## config.mk

```make
export PLATFORM = sky130hd
export DESIGN_NAME = mac_accumulate
export DESIGN_NICKNAME = d
export VERILOG_FILES = /design/src/rtl/mac_pkg.sv /design/src/rtl/mac_mult_stage.sv /design/src/rtl/mac_accumulate.sv
export SDC_FILE = /design/constraint.sdc
export NUM_CORES = 1
export LEC_CHECK = 0
export CORE_MARGIN = 2
export CORE_UTILIZATION = 40
export CTS_CLUSTER_SIZE = 24
export DETAILED_ROUTE_END_ITERATION = 12
export GPL_TIMING_DRIVEN = 0
export SKIP_CTS_REPAIR_TIMING = 1
export SYNTH_ARGS = -nofsm -noshare
export SYNTH_HDL_FRONTEND = slang
export SYNTH_SLANG_ARGS = --single-unit
```

## constraint.sdc

```tcl
create_clock -name clk -period 2.6 [get_ports clk]
set_clock_uncertainty 0.15 [all_clocks]
set_input_delay 0.39 -clock clk [delete_from_list [all_inputs] [get_ports clk]]
set_output_delay 0.39 -clock clk [all_outputs]
set_load 0.01 [all_outputs]
```

## src/rtl/mac_pkg.sv

```systemverilog
// Shared types and constants for the MAC accumulate stage.
// Saturation build option: MAC_SATURATE_EN.
package mac_pkg;

  localparam int OP_W   = 16;
  localparam int DATA_W = 32;
  localparam int CNT_W  = 8;

  localparam logic [DATA_W-1:0] SAT_MAX =
    {1'b0, {(DATA_W-1){1'b1}}};
  localparam logic [DATA_W-1:0] SAT_MIN =
    {1'b1, {(DATA_W-1){1'b0}}};

  typedef enum logic [1:0] {
    IDLE,
    ACC,
    DRAIN,
    PUSH
  } state_e;

endpackage

```

## src/rtl/mac_mult_stage.sv

```systemverilog
// Registered signed multiplier; ProdValid marks a product
// captured on the previous edge.
module mac_mult_stage
  import mac_pkg::*;
#(
  parameter int OpWidth = OP_W
) (
  input  logic                   clk,
  input  logic                   aclr,
  input  logic                   EN,
  input  logic [OpWidth-1:0]     A,
  input  logic [OpWidth-1:0]     B,
  output logic [2*OpWidth-1:0]   Prod,
  output logic                   ProdValid
);

  localparam int PW = 2 * OpWidth;

  logic [PW-1:0] prod_q;
  logic          valid_q;

  always_ff @(posedge clk or negedge aclr) begin
    if (!aclr) begin
      prod_q  <= '0;
      valid_q <= 1'b0;
    end else begin
      valid_q <= EN;
      if (EN) begin
        prod_q <= PW'($signed(A)) * PW'($signed(B));
      end
    end
  end

  assign Prod      = prod_q;
  assign ProdValid = valid_q;

endmodule

```

## src/rtl/mac_accumulate.sv

```systemverilog
// Multiply-accumulate job engine feeding the output FIFO.
// Define MAC_SATURATE_EN for clamping accumulation with Overflow.
module mac_accumulate
  import mac_pkg::*;
#(
  parameter int OpWidth    = OP_W,
  parameter int DataWidth  = DATA_W,
  parameter int CountWidth = CNT_W
) (
  input  logic                  clk,
  input  logic                  aclr,
  input  logic                  Start,
  input  logic [CountWidth-1:0] Length,
  input  logic                  InValid,
  output logic                  InReady,
  input  logic [OpWidth-1:0]    A,
  input  logic [OpWidth-1:0]    B,
  input  logic                  Full,
  output logic                  Push,
  output logic [DataWidth-1:0]  DataOut,
  output logic                  Busy,
  output logic                  Overflow
);

  localparam int PW = 2 * OpWidth;

  state_e                state_q, state_d;
  logic [CountWidth-1:0] cnt_q, cnt_d;
  logic [DataWidth-1:0]  acc_q, acc_d;

  logic                  start_ok;
  logic                  accept;
  logic                  last;
  logic [PW-1:0]         prod;
  logic                  prod_vld;
  logic signed [DataWidth:0] sum;

  assign start_ok = (state_q == IDLE) & Start;
  assign accept   = InValid & InReady;
  assign last     = accept & (cnt_q == CountWidth'(1));

  mac_mult_stage #(
    .OpWidth(OpWidth)
  ) u_mult (
    .clk      (clk),
    .aclr     (aclr),
    .EN       (accept),
    .A        (A),
    .B        (B),
    .Prod     (prod),
    .ProdValid(prod_vld)
  );

  always_ff @(posedge clk or negedge aclr) begin
    if (!aclr) begin
      state_q <= IDLE;
    end else begin
      state_q <= state_d;
    end
  end

  always_comb begin
    state_d = state_q;
    unique case (state_q)
      IDLE: begin
        if (Start) begin
          state_d = (Length == '0) ? PUSH : ACC;
        end
      end
      ACC: begin
        if (last) state_d = DRAIN;
      end
      DRAIN: state_d = PUSH;
      PUSH: begin
        if (!Full) state_d = IDLE;
      end
      default: state_d = IDLE;
    endcase
  end

  always_comb begin
    InReady = 1'b0;
    Push    = 1'b0;
    Busy    = 1'b1;
    unique case (state_q)
      IDLE:    Busy    = 1'b0;
      ACC:     InReady = (cnt_q != '0);
      PUSH:    Push    = ~Full;
      default: ;
    endcase
  end

  // One guard bit so wrap and clamp see the true signed sum
  assign sum = (DataWidth+1)'($signed(acc_q))
             + (DataWidth+1)'($signed(prod));

`ifdef MAC_SATURATE_EN
  localparam logic [DataWidth-1:0] SatMax =
    {1'b0, {(DataWidth-1){1'b1}}};
  localparam logic [DataWidth-1:0] SatMin =
    {1'b1, {(DataWidth-1){1'b0}}};

  logic ovf_q, ovf_d;

  always_comb begin
    cnt_d = cnt_q;
    acc_d = acc_q;
    ovf_d = ovf_q;
    if (start_ok) begin
      cnt_d = Length;
      acc_d = '0;
      ovf_d = 1'b0;
    end else begin
      if (accept) cnt_d = cnt_q - CountWidth'(1);
      if (prod_vld) begin
        if (sum[DataWidth] != sum[DataWidth-1]) begin
          acc_d = sum[DataWidth] ? SatMin : SatMax;
          ovf_d = 1'b1;
        end else begin
          acc_d = sum[DataWidth-1:0];
        end
      end
    end
  end

  always_ff @(posedge clk or negedge aclr) begin
    if (!aclr) begin
      ovf_q <= 1'b0;
    end else begin
      ovf_q <= ovf_d;
    end
  end

  assign Overflow = ovf_q;
`else
  logic sum_msb_unused;
  assign sum_msb_unused = sum[DataWidth];

  always_comb begin
    cnt_d = cnt_q;
    acc_d = acc_q;
    if (start_ok) begin
      cnt_d = Length;
      acc_d = '0;
    end else begin
      if (accept) cnt_d = cnt_q - CountWidth'(1);
      if (prod_vld) acc_d = sum[DataWidth-1:0];
    end
  end

  assign Overflow = 1'b0;
`endif

  always_ff @(posedge clk or negedge aclr) begin
    if (!aclr) begin
      cnt_q <= '0;
      acc_q <= '0;
    end else begin
      cnt_q <= cnt_d;
      acc_q <= acc_d;
    end
  end

  assign DataOut = acc_q;

endmodule

```

**Yosys cells after proc, flatten, opt, wreduce, memory -nomap -nowiden**

Index checks and enable logic that the tools add are counted.

- Bits in registers: 75
- Word-level logic and storage cells: 37
- Input port bits: 45
- Output and inout port bits: 36

- Multiply operators: 1
- Reduce and logical (&&, ||, !) cells: 6
- Bitwise logic cells: 4
- $add $sub $neg: 2
- Eq/ne operators: 7
- Muxes and demuxes: 12

Operators with widths:

| operator | count |
|---|---|
| $mux 32 | 2 |
| $add 32x32->32 | 1 |
| $mul 16x16->32 | 1 |
| $mux 8 | 2 |
| $eq 8x1->1 const B | 1 |
| $logic_not 8->1 | 1 |
| $mux 2 | 4 |
| $pmux 2 s4 | 1 |
| $reduce_bool 8->1 | 1 |
| $sub 8x1->8 const B | 1 |
| $ne 2x2->1 const B | 3 |
| $eq 2x2->1 const B | 2 |
| $reduce_bool 2->1 | 2 |
| $and 1x1->1 | 3 |
| $mux 1 | 3 |
| $reduce_and 3->1 | 1 |
| $eq 2x1->1 const B | 1 |
| $logic_not 2->1 | 1 |
| $not 1->1 | 1 |

**Depth between registers and ports, before layout**

Gate-level depths: netlist (run 1).

- Depth in word-level cells: 6
- Gate-level depth with buffers: 24
- Mapped depth without buffers: 22

**Hierarchy**

A second synthesis (run 1) with hierarchy kept.

- Cells, all modules: 1631
- Area total of the unflattened synthesis: 14920.6 µm²

By module, submodules not included:

| module | area each (µm²) | times used | seq. area each (µm²) | cells each |
|---|---|---|---|---|
| mac_mult_stage | 11257.0 | 1 | 825.8 | 1194 |
| mac_accumulate | 3663.5 | 1 | 1051.0 | 437 |

**Worst setup path before layout (run 1)**

OpenSTA, ideal clock, no wires.

- Kind: input to register
- Start point: input A[15]
- End point: register u_mult.prod_q[29], in the netlist u_mult.Prod[29]
- Buffers on the path: 1
- Stages: 21
- Setup time: 0.133 ns
- Path slack: -3.621 ns
- Arrival time: 5.938 ns
- Cell sequence: clkbuf_1 nand2_1 inv_1 fa_1 fa_1 fa_1 fa_1 fa_1 inv_1 fa_1 inv_1 ha_1 a211o_1 a311oi_1 o31ai_1 a21o_1 o211ai_1 nand3b_1 a21oi_1 xor2_1 o21ai_0

- Longest elaborated chain between the ends: 1

Ends and longest elaborated chain:

| item | RTL line | source |
|---|---|---|
| start, declared | mac_accumulate.sv:16 | `input logic [OpWidth-1:0] A,` |
| $mul 16x16->32 | mac_mult_stage.sv:29 | `prod_q <= PW'($signed(A)) * PW'($signed(B));` |
| end signal, assigned | mac_mult_stage.sv:29 |  |
| end, declared | mac_mult_stage.sv:19 | `logic [PW-1:0] prod_q;` |

No other way between the ends.
A chain may end at the register's enable or synchronous reset.

**Final worst setup path (run 1)**

- Start point: input B[3]
- End point: register u_mult.prod_q[31], in the netlist u_mult.Prod[31]

- Longest elaborated chain between the ends: 1

Ends and longest elaborated chain:

| item | RTL line | source |
|---|---|---|
| start, declared | mac_accumulate.sv:17 | `input logic [OpWidth-1:0] B,` |
| $mul 16x16->32 | mac_mult_stage.sv:29 |  |

No other way between the ends.

==> metrics.yaml, run 1 <==
status: "finished with violations"
violations: "setup timing"
wirelength_um: 40800
syn2layout_area_growth_pct: 28.3
finalCritPeriodShare: 2.31
crit_arrival_ps: 6070
syn_nets: 2039
fin_nets: 2207
antenna_left: 0
initial_core_util: 0.408
fp.dieW_um: 195
ys_async_sr_fraction: 1.00
cap_viol_max_count: 0
worstPathRequired_ps: 2660
clk_latency_ps: 340
grt_max_degree: 40
clk_pin_slew_ps: 70
antenna_cells: 0
yosysUniqueCellTypes: 72
setup.worst_path.class: "input port to flop"
hpwl_um: 32400
grt_setup_unrepaired: "true"
setup_slack_ps: -3410
antenna_found_initial: 0
clockBufferDepth: 2
htree_num_levels: 3
drive_gt1_frac: 0.228
dp_cells: 2151
synthCells: 1610
cp_max_fo: 5
vias: 11778
cts_tree: "yes"
final_cells: 2244
ys_seq_area_frac: 0.129
cp-end-kind: "flop"
dr.pass1.iters: 6
hold_viol: 0
drc: 0
start_kind: "input port"
worstHoldPathType: "flop to flop"
synth_warnings: 0
cts-root-buf: "clkbuf_16"
grt-ovfl-total: 0
numClockSinks: 75
core_um2: 35700
syn-cell-area_um2: 14600
cts_buffers: 9
grt_pass1_wl_um: 63200
synth_edf_count: 0
wl_per_cell_um: 18.2
max_slew.worst_pin.slew_ps: 779
syn_avg_cell_area_um2: 9.05
setup_viol: 45
gp_congestion: 0.892
grt_pass1_vias: 12084
drt-initial-drc-count: 490
fp-row-count: 69
io_buffers: 79
grtUsageTotal: 0.211
min_period_ps: 6010
relSlewSlack: 0.481
ios: 81
synth_ff_type: "dfrtp_1"
synth-seq-cells: 75
dieArea_um2: 38000
dieHeight_um: 195
finalMaxSlewViolations: 0
avgViaCountPerCell: 5.25
fmax_ghz: 0.166
-- stage by stage --
stage / setup TNS, ps / worst slack (ps) / util / instance area, µm² / hold WS [ps]
5_1_grt: -78670 / -3540 / 0.523 / 18700 / 382
3_5_place_dp: -108850 / -4790 / 0.468 / 16700 / 244
2_1_floorplan: -65920 / -3250 / - / 15300 / -55.6
6_report: -71450 / -3410 / 0.523 / 18700 / 348
4_1_cts: -98780 / -4480 / 0.477 / 17100 / -112
3_3_place_gp: -234280 / -4760 / 0.467 / 16700 / 320
-- kinds of logic (layout without fill, tap and decap cells) --
family | after synthesis | count (layout) | share of synthesized area
xor+xnor | 60 | 60 | 0.0360
compound gates | 228 | 228 | 0.102
flops | 75 | 75 | 0.129
other cells | 1 | 1 | 0.000257
buf+inv | 369 | 542 | 0.0973
simple gates | 477 | 477 | 0.160
mux | 16 | 16 | 0.0110
fa+ha+maj | 384 | 384 | 0.465
-- layout make-up --
class | count | area, µm²
Buffer | 53 | 662
Clock buffer | 10 | 229
Clock inverter | 6 | 113
Fill cell | 3358 | 17000
Inverter | 315 | 1190
Multi-Input combinational cell | 1166 | 12500
Sequential cell | 75 | 1880
Tap cell | 461 | 577
Timing Repair Buffer | 158 | 1510
-- layer usage --
metal	routed length, µm	global-route usage
met3	1770	0.0234
met4	1070	0.0509
met1	17200	0.278
met2	20700	0.371
met5	0	0
-- Yosys cell counts, drive strengths merged, types with 6 or more instances --
cell	count	area, µm²
xor2	20	175
a31o	6	52.6
nor3	14	70.1
nand2b	9	56.3
o21bai	7	52.6
a21o	21	159
nand2	189	712
inv	315	1180
o211ai	8	65.1
o21ai	69	349
dfrtp	75	1880
fa	263	5270
and2	131	820
buf	9	60.1
mux2i	16	160
nand4	8	50.1
nand3	13	65.1
xnor2	40	350
a21oi	50	254
nor2b	10	70.1
o21a	8	60.1
or3	9	56.3
a211oi	13	97.6
ha	121	1510
nor2	71	267
a31oi	11	68.8
clkbuf	44	165
-- state kept, by name, summed over array words and instances (netlist names) --
register          flops
DataOut              32
u_mult.Prod          32
cnt_q                 8
state_q               2
u_mult.ProdValid      1
-- placed cells by master, fill, tap and decap left out, types with 16 or more instances in the layout --
| cell type | Yosys | layout |
|---|---|---|
| and2_1 | 131 | 114 |
| clkdlybuf4s50_1 | 0 | 46 |
| clkbuf_16 | 0 | 18 |
| and2_4 | 0 | 17 |
| dfrtp_1 | 75 | 70 |
| o21ai_1 | 8 | 35 |
| nand2_1 | 188 | 169 |
| ha_4 | 0 | 40 |
| mux2i_1 | 16 | 16 |
| a21o_1 | 20 | 20 |
| buf_4 | 2 | 68 |
| inv_1 | 315 | 287 |
| buf_6 | 2 | 29 |
| fa_2 | 0 | 23 |
| ha_1 | 121 | 67 |
| a21oi_1 | 49 | 31 |
| xnor2_1 | 40 | 38 |
| xor2_1 | 20 | 18 |
| nor2_1 | 71 | 67 |
| o21ai_0 | 60 | 24 |
| fa_1 | 263 | 240 |
| inv_2 | 0 | 26 |
-- critical path: stages --
cell	delay, ps
buf_12	100
buf_8	130
and2_4	140
fa_2	670
fa_2	520
buf_6	150
fa_1	480
fa_1	420
fa_1	510
inv_2	40
fa_1	490
inv_2	50
ha_4	220
a211o_1	350
a311oi_2	250
o31ai_2	120
a21o_1	190
o211ai_1	250
a31oi_1	140
nor2_1	170
xnor2_2	170
o21ai_1	110
-- worst paths after layout --
kind / slack [ps] / cells after the start / from / to
max: -3410 / 22 / B[3] / u_mult.Prod[31]
min: 350 / 2 / u_mult.Prod[5] / u_mult.Prod[5]
max reg2reg: -420 / 12 / DataOut[0] / DataOut[26]
min reg2reg: 350 / 2 / u_mult.Prod[5] / u_mult.Prod[5]
max in group asynchronous: 1290 / 3 / aclr / DataOut[9]
min in group asynchronous: 420 / 2 / aclr / DataOut[29]
Power of run 1 is not shown: default switching activity piles up to over one toggle a cycle in this logic, so the estimate is an artifact.
==> inputs of run 2 (changes only) <==
- DONT_BUFFER_PORTS: unset -> 1
==> run 2 against run 1 <==
Effect of this change: the flow still finishes with violations (setup timing); final cell count is 5.3% lower; sequential share of layout area is 0.79 points higher; fmax is 2.8% higher; count of clock-buffer cells in the layout stayed put; via count is 4.3% lower; sequential cell count stayed put; critical path type unchanged; largest cell class unchanged.
==> metrics.yaml, run 2 (same netlist as run 1, synthesis figures left out) <==
grt_max_degree: 76  # +90%
initial_core_util: 0.408  # unchanged
hpwl_um: 32100  # -0.68%
fin_nets: 2087  # -5.4%
slowest_delay_ps: 690  # +20 ps
drt-initial-drc-count: 577  # +18%
vias: 11272  # -4.3%
r2r-end: "DataOut[26]"
wirelength_um: 39900  # -2.2%
dp_cells: 2071  # -3.7%
worstHoldPathType: "input port to flop"
htree_num_levels: 3  # unchanged
final_common_cell: "inv_1"
dieHeight_um: 195  # unchanged
syn2layout_area_growth_pct: 19.9
relSlewSlack: 0.460  # -0.0208
grt_pass1_vias: 11548  # -4.4%
avgViaCountPerCell: 5.31  # +1.1%
cts-root-buf: "clkbuf_16"
drive_gt1_frac: 0.195  # -0.0323
cap_viol_max_count: 0  # unchanged
setup_slack_ps: -3240  # +165 ps
cts_tree: "yes"
ios: 81  # unchanged
crit_family: "adder cells"
numClockSinks: 75  # unchanged
crit_slowest_cell: "fa_2"
antenna_cells: 0  # unchanged
min_from: "Length[3]"
start_kind: "input port"
finalCritPeriodShare: 2.25  # -0.0635
fp-row-count: 69  # unchanged
layout_common_cells: "inv_1 (296), fa_1 (249), nand2_1 (175), and2_1 (115), ha_1 (68)"
grtUsageMet1: 0.279  # +0.000883
grt_busiest_layer: "met2"
antenna_found_initial: 1  # +1
max_slew.worst_pin.slew_ps: 810  # +31.2 ps
cp_max_fo: 8  # +3
wl_per_cell_um: 18.8  # +3.3%
fmax_ghz: 0.171  # +2.8%
status: "finished with violations"
r2r_setup_slack_ps: -470  # -50 ps
antenna_left: 0  # unchanged
r2r_start: "DataOut[0]"
hold_depth: 2  # unchanged
grt-ovfl-total: 0  # unchanged
reg2reg_depth: 12  # unchanged
clk_latency_ps: 340  # about the same
cp_num_buf_inv: 3  # -2
drc: 0  # unchanged
core_um2: 35700  # unchanged
cp-end-kind: "flop"
cpMostUsedCell: "fa_2"
grt_use_met3: 0.0276  # +0.00416
finalMaxSlewViolations: 0  # unchanged
clk_pin_slew_ps: 60  # about the same
grtUsageTotal: 0.211  # about the same
use_met2: 0.370  # -0.00119
worstPathRequired_ps: 2660  # about the same
grt_setup_unrepaired: "true"
clockBufferDepth: 2  # unchanged
grt_pass1_wl_um: 62500  # -1.1%
crit_path_cell_trace: "buf_12 -> and2_4 -> fa_2 -> fa_2 -> fa_2 -> fa_2 -> fa_1 -> inv_1 -> fa_1 -> inv_1 -> ha_1 -> o21a_1 -> o21ai_1 -> o31ai_2 -> a21o_1 -> o211ai_1 -> a31oi_1 -> nor2_2 -> xnor2_2 -> o21ai_1"
holdPathEnd: "cnt_q[3]"
final_cells: 2124  # -5.3%
min_period_ps: 5840  # -165 ps
fp.dieW_um: 195  # unchanged
dieArea_um2: 38000  # unchanged
io_buffers: 0  # -100%
gp_congestion: 0.904  # +1.3%
setup_viol: 53  # +18%
dr.pass1.iters: 5  # -1
cp-startpoint: "B[3]"
setup.worst_path.class: "input port to flop"
cts_buffers: 9  # unchanged
hold_viol: 0  # unchanged
crit_arrival_ps: 5900  # -170 ps
violations: "setup timing"
## run 2: changes by cell type in the layout (fill, tap and decap cells not counted), sizes merged
cell and delta:
buf -70, clkdlybuf4s50 -46, clkbuf -3, dlymetal6s2s -1
## run 2: per-layer routing
layer,share of wire,vias up
met1,0.41,5830
met5,0,-
met4,0.018,0
li1,-,5128
met2,0.52,263
met3,0.047,51
## run 2: layout make-up
cell class              count  area (µm²)
well taps                 461         577
inverters                 315        1190
flip-flops and latches     75        1900
multi-input cells        1166       12500
clock buffers              10         229
plain buffers              53         579
repair buffers             38         359
fillers                  3410       18300
clock inverters             6         113
## run 2: worst max-delay path by stage
stage / end / slack (ps) / cells after the start
CTS: u_mult.Prod[31] / -3560 / 22
finish: u_mult.Prod[31] / -3240 / 20
floorplan: u_mult.Prod[29] / -3250 / 21
global placement: u_mult.Prod[31] / -3890 / 21
global route: u_mult.Prod[31] / -3490 / 20
detailed placement: u_mult.Prod[31] / -3890 / 22
## run 2: per-stage QoR
step	cell area [µm²]	util	hold WS [ps]	setup WS (ps)	setup TNS, ps
6_report	17500	0.489	16.0	-3240	-69190
5_1_grt	17500	0.489	19.1	-3490	-78790
4_1_cts	16300	0.455	-415	-3560	-75770
3_5_place_dp	15900	0.445	-52.2	-3890	-84470
3_3_place_gp	15900	0.445	-52.4	-3890	-83270
2_1_floorplan	15300	-	-55.6	-3250	-65920
Power of run 2 is left out for the same reason.
